**src/rtl/starter_pkg.sv**
```systemverilog
// Shared types and constants for the starter-choice menu and its downstream ID stage.
// Latency: none (definitions only).
// Backpressure: not applicable.
package starter_pkg;

    typedef enum logic [2:0] {
        IDLE    = 3'd0,
        BROWSE  = 3'd1,
        CONFIRM = 3'd2,
        COMMIT  = 3'd3,
        DONE    = 3'd4
    } state_t;

    localparam logic [7:0] KEY_NONE  = 8'h00;
    localparam logic [7:0] KEY_A     = 8'h04;
    localparam logic [7:0] KEY_D     = 8'h07;
    localparam logic [7:0] KEY_ENTER = 8'h28;
    localparam logic [7:0] KEY_BKSP  = 8'h2A;

    // Starter code meaning "no selection"; the ID-assignment stage ignores it.
    localparam logic [1:0] STARTER_NONE = 2'b11;
    localparam logic [1:0] CURSOR_MAX   = 2'd2;

    // Cursor step left, wrapping 0 -> 2.
    function automatic logic [1:0] cursor_left(input logic [1:0] cur);
        return (cur == 2'd0) ? CURSOR_MAX : cur - 2'd1;
    endfunction

    // Cursor step right, wrapping 2 -> 0.
    function automatic logic [1:0] cursor_right(input logic [1:0] cur);
        return (cur >= CURSOR_MAX) ? 2'd0 : cur + 2'd1;
    endfunction

endpackage

```
**src/rtl/starter_menu_fsm_key_edge_detect.sv**
```systemverilog
// Turns a level keycode into a single-cycle press event (new non-zero code).
// Latency: combinational event from current keycode vs. previous-cycle keycode.
// Backpressure: none; every event is offered for exactly one cycle.
module key_edge_detect
    import starter_pkg::*;
(
    input  logic       Clk,
    input  logic       Reset,
    input  logic [7:0] keycode,
    output logic       key_event,
    output logic [7:0] key_code
);

    logic [7:0] prev_key;

    // Remember last cycle's keycode so a held key only fires once.
    always_ff @(posedge Clk) begin
        if (!Reset) begin
            prev_key <= KEY_NONE;
        end else begin
            prev_key <= keycode;
        end
    end

    assign key_event = (keycode != KEY_NONE) && (keycode != prev_key);
    assign key_code  = keycode;

endmodule

```
**src/rtl/starter_menu_fsm.sv**
```systemverilog
// Keyboard starter menu: cursor browse, yes/no confirm, one-cycle commit strobe.
// Latency: key event at edge N shows on outputs after edge N; all outputs registered.
// Backpressure: none; commit strobe is fire-and-forget, downstream must latch it.
module starter_menu_fsm
    import starter_pkg::*;
#(
    parameter int unsigned BLINK_FRAMES = 15
) (
    input  logic       Clk,
    input  logic       Reset,
    input  logic       frame_tick,
    input  logic       menu_start,
    input  logic [7:0] keycode,
    output logic [1:0] starter_sel,
    output logic       sel_enable,
    output logic [1:0] cursor,
    output logic       confirm_active,
    output logic       blink,
    output logic       done
);

    localparam logic [7:0] BLINK_LAST = 8'(BLINK_FRAMES - 1);

    logic       key_event;
    logic [7:0] key_code;

    state_t     state, state_nxt;
    logic [1:0] cursor_nxt;
    logic [7:0] blink_cnt, blink_cnt_nxt;
    logic       blink_phase, blink_phase_nxt;
    logic       blink_nxt;

    key_edge_detect u_key (
        .Clk       (Clk),
        .Reset     (Reset),
        .keycode   (keycode),
        .key_event (key_event),
        .key_code  (key_code)
    );

    // Next state, cursor and blink counter; outputs are derived from the next state
    // so that the registered outputs line up with the registered state.
    always_comb begin
        state_nxt       = state;
        cursor_nxt      = cursor;
        blink_cnt_nxt   = blink_cnt;
        blink_phase_nxt = blink_phase;

        case (state)
            IDLE: begin
                if (menu_start) begin
                    state_nxt       = BROWSE;
                    cursor_nxt      = 2'd0;
                    blink_cnt_nxt   = 8'd0;
                    blink_phase_nxt = 1'b0;
                end
            end
            BROWSE: begin
                if (!menu_start) begin
                    state_nxt = IDLE;
                end else if (key_event) begin
                    case (key_code)
                        KEY_A:     cursor_nxt = cursor_left(cursor);
                        KEY_D:     cursor_nxt = cursor_right(cursor);
                        KEY_ENTER: state_nxt  = CONFIRM;
                        default:   ;
                    endcase
                end
            end
            CONFIRM: begin
                if (!menu_start) begin
                    state_nxt = IDLE;
                end else if (key_event) begin
                    if (key_code == KEY_ENTER) begin
                        state_nxt = COMMIT;
                    end else if (key_code == KEY_BKSP) begin
                        state_nxt = BROWSE;
                    end
                end
            end
            COMMIT:  state_nxt = DONE;
            DONE:    state_nxt = DONE;
            default: state_nxt = IDLE;
        endcase

        // Blink only advances while staying in BROWSE; a state change wins over a tick.
        if (state == BROWSE && state_nxt == BROWSE && frame_tick) begin
            if (blink_cnt >= BLINK_LAST) begin
                blink_cnt_nxt   = 8'd0;
                blink_phase_nxt = ~blink_phase;
            end else begin
                blink_cnt_nxt   = blink_cnt + 8'd1;
            end
        end

        blink_nxt = (state_nxt == CONFIRM) || ((state_nxt == BROWSE) && blink_phase_nxt);
    end

    // State and output registers; reset drops any commit in flight.
    always_ff @(posedge Clk) begin
        if (!Reset) begin
            state          <= IDLE;
            cursor         <= 2'd0;
            blink_cnt      <= 8'd0;
            blink_phase    <= 1'b0;
            blink          <= 1'b0;
            starter_sel    <= STARTER_NONE;
            sel_enable     <= 1'b0;
            confirm_active <= 1'b0;
            done           <= 1'b0;
        end else begin
            state          <= state_nxt;
            cursor         <= cursor_nxt;
            blink_cnt      <= blink_cnt_nxt;
            blink_phase    <= blink_phase_nxt;
            blink          <= blink_nxt;
            starter_sel    <= (state_nxt == COMMIT) ? cursor_nxt : STARTER_NONE;
            sel_enable     <= (state_nxt == COMMIT);
            confirm_active <= (state_nxt == CONFIRM);
            done           <= (state_nxt == DONE);
        end
    end

endmodule

```
**config.mk**
```make
export PLATFORM = sky130hd
export DESIGN_NAME = starter_menu_fsm
export DESIGN_NICKNAME = d
export VERILOG_FILES = /design/src/rtl/starter_pkg.sv /design/src/rtl/starter_menu_fsm_key_edge_detect.sv /design/src/rtl/starter_menu_fsm.sv
export SDC_FILE = /design/constraint.sdc
export NUM_CORES = 1
export LEC_CHECK = 0
export CAP_MARGIN = 10
export CORE_AREA = 2 2 70 72
export CTS_CLUSTER_DIAMETER = 100
export DETAILED_ROUTE_END_ITERATION = 10
export DIE_AREA = 0 0 72 74
export GPL_ROUTABILITY_DRIVEN = 0
export GPL_TIMING_DRIVEN = 0
export PLACE_DENSITY_LB_ADDON = 0.15
export SLEW_MARGIN = 25
export SYNTH_ARGS = -nofsm -noshare
export SYNTH_HDL_FRONTEND = slang
export SYNTH_SLANG_ARGS = --single-unit
```
**constraint.sdc**
```tcl
create_clock -name Clk -period 5.7 [get_ports Clk]
set_input_delay 1.14 -clock Clk [delete_from_list [all_inputs] [get_ports Clk]]
set_output_delay 1.14 -clock Clk [all_outputs]
set_load 0.05 [all_outputs]
```
==> impl_metrics.csv <==
group,metric,value,unit
outcome,outcome,"finished, final reports clean",
global_routing,grt_antenna_before_repair,0,
floorplan,start_util,34.0,%
cts,clock_path_buffers,2,
floorplan,num_rows,25,
timing,tightestPinTransition,671,ps
setup_path,crit_type,"input port to register",
setup_path,cpPeakStageDelay,550,ps
setup_path,path_cells,"clkdlybuf4s50_1 -> xnor2_2 -> nand4_4 -> o211a_1 -> o22ai_4 -> o21ai_4 -> a32o_1",
timing,max_freq,0.330,GHz
yosys,ys_warn_count,0,
layout,fill_cells,446,
yosys,ys_seq_elements,28,
setup_path,cpLargestDelayFamily,"compound AO/OA/AOI/OAI gates",
routing,post_drt_wl_per_cell,13.3,um
yosys,yosys.area.top_type,"dfxtp_1",
floorplan,ios,20,
place,portBuffers,17,
yosys,synth_edf_count,0,
pwr,p_leak,0.671,nW
cts,cts_tree,"done",
floorplan,core,4600,um2
timing,skew,5.17,ps
routing,route.detailed.drc,0,
cts,htreeDepth,1,
layout,fin_nets,198,
yosys,synthesis.area_per_instance,9.84,um2
yosys,synth_fp_nets,176,
timing,slew_viol_final,0,
global_routing,grt_start_max_net_pins,16,
layout,regArea,561,um2
layout,design_area,1860,um2
yosys,ys_async_sr_fraction,0,%
cts,clkSinkCount,28,
routing,firstDrtPassIters,4,
cts,worstSkewPairLatency,280,ps
setup_path,crit_slowest_cell,"clkdlybuf4s50_1",
routing,ant_nets,0,
timing,tns,0,ps
cts,numCtsBuffers,3,
global_routing,grt_overflow,0,
min_path,hold_class,"register to register",
pwr,p_per_area,205,nW/um2
yosys,synthFlopType,"dfxtp_1",
cts,postCtsSetupBuffers,0,
yosys,ys_types,51,
cts,cts.clk_slew.worst_paths,90,ps
routing,via_per_inst,5.10,
cts,ctsResizeCount,0,
floorplan,die_h,74,um
routing,m1WireLength,1.51,mm
setup_path,crit_path_max_fanout,8,
timing,slew_headroom,54.9,%
global_routing,track_usage,12.6,%
routing,vias,1193,
setup_path,required,5880,ps
cts,root_buffer,"clkbuf_8",
layout,diodes,0,
yosys,synth_area,1570,um2
pwr,vdd_ir_drop_max,0.0723,mV
yosys,synth_area_leaders,"dfxtp_1 (36%), ha_1 (4.0%), xnor2_4 (3.5%)",
setup_path,end_kind,"register",
global_routing,grt_pass1_vias,1152,
setup_path,critPathLaunchType,"input port",
layout,layout-drive-gt1-share,15.0,%
place,hpwl,2.40,mm
setup_path,critPathBufInv,1,
floorplan,die_area,5330,um2
floorplan,die_width,72,um
routing,top_layer_used,"met4",
layout,multi_input_area,932,um2
yosys,synth_cells,159,
place,post_dp_cell_area,1800,um2
cts,postCtsHoldBufs,0,
yosys,netlist.area_leader.share,35.8,%
routing,met2_wirelength,1.43,mm
routing,met3_length,125,um
timing,rsz0062_at_grt,"false",
yosys,yosysSeqAreaShare,35.8,%
global_routing,grt_pass1_wl,5.27,mm
timing,fin_crit_sh,53.1,%
timing,finalCriticalPeriod,3030,ps
layout,layout.cells.most_common,"dfxtp_1",
job,cap_violations,0,
layout,syn2layout_area_growth,18.7,%
timing,finalHoldViolations,0,
routing,drtIter0Drc,27,
timing,setup_violations,0,
layout,mostFrequentLayoutCells,"dfxtp_1 (28), clkdlybuf4s50_1 (17), nor2_1 (14)",
setup_path,crit_arrival,3200,ps
routing,wl,3.11,mm
## metrics by stage
step | power, mW | setup slack (ps) | utilization, % | cells | hold WS, ps
finish | 0.380 | 2670 | 40.4 | 234 | 450
floorplan | 0.243 | 3060 | - | 159 | 417
global route | 0.400 | 2570 | 40.4 | 234 | 491
detailed placement | 0.259 | 2370 | 39.2 | 230 | 435
global placement | 0.258 | 2400 | 39.2 | 230 | 435
CTS | 0.388 | 2670 | 40.4 | 234 | 452
## flip-flops by register name, summed over array words and instances (netlist names), 2 cells and up
signal,cells
starter_sel,2
u_key.prev_key,8
state,3
blink_cnt,8
cursor,2
## per-layer routing
metal | vias to the layer above | GRT usage [%]
met5 | - | 0
li1 | 613 | -
met3 | 5 | 2.71
met2 | 20 | 20.5
met1 | 555 | 16.7
met4 | 0 | 4.61
## power by group
group / total [mW] / switching (mW) / leakage (nW) / internal [mW]
combinational: 0.0520 / 0.0279 / 0.414 / 0.0241
sequential: 0.202 / 0.00287 / 0.228 / 0.199
clock: 0.126 / 0.0640 / 0.0288 / 0.0620
## area by class of cell
cell class,instances,share of cell area (%)
inverters,9,1.82
multi-input cells,116,50.2
plain buffers,6,2.09
flip-flops and latches,28,30.2
repair buffers,17,9.16
clock buffers,4,2.96
well taps,54,3.64
## synthesized netlist by cell type, drive strengths merged, types with 2 or more instances
cell type	instances
a32o	3
nor2	14
o21ai	7
inv	9
a31o	3
clkbuf	3
o211a	2
and2	8
and3	4
nand3	6
or3	2
xnor2	9
dfxtp	28
ha	5
buf	3
nand4bb	2
nor3	5
nand4	2
nand2b	4
a2111oi	2
nor4	5
a21oi	6
nand3b	2
or2	3
nand2	10
## logic make-up after synthesis
group	synth area share, %
adder cells (fa/ha/maj)	4.00
AO/OA/AOI/OAI	19.1
AND/OR/NAND/NOR	27.6
flip-flops	35.8
XOR/XNOR	8.87
buffers and inverters	4.64
## tightest hold or removal path: cells and delay by family (launching register included)
| kind | cells | cell delay, ps |
|---|---|---|
| AOI/OAI and AO/OA | 1 | 30 |
| DFF | 1 | 330 |
| and+or+nand+nor | 1 | 50 |
## worst paths after layout
path,slack (ps),cells past startpoint,end,start
setup reg to reg,3790,6,blink_cnt[2],u_key.prev_key[4]
setup / recovery,2670,7,blink_cnt[2],keycode[2]
hold / removal,450,2,blink_cnt[7],blink_cnt[7]
hold reg to reg,450,2,blink_cnt[7],blink_cnt[7]
Note: power is estimated with default switching activity, not from simulation.
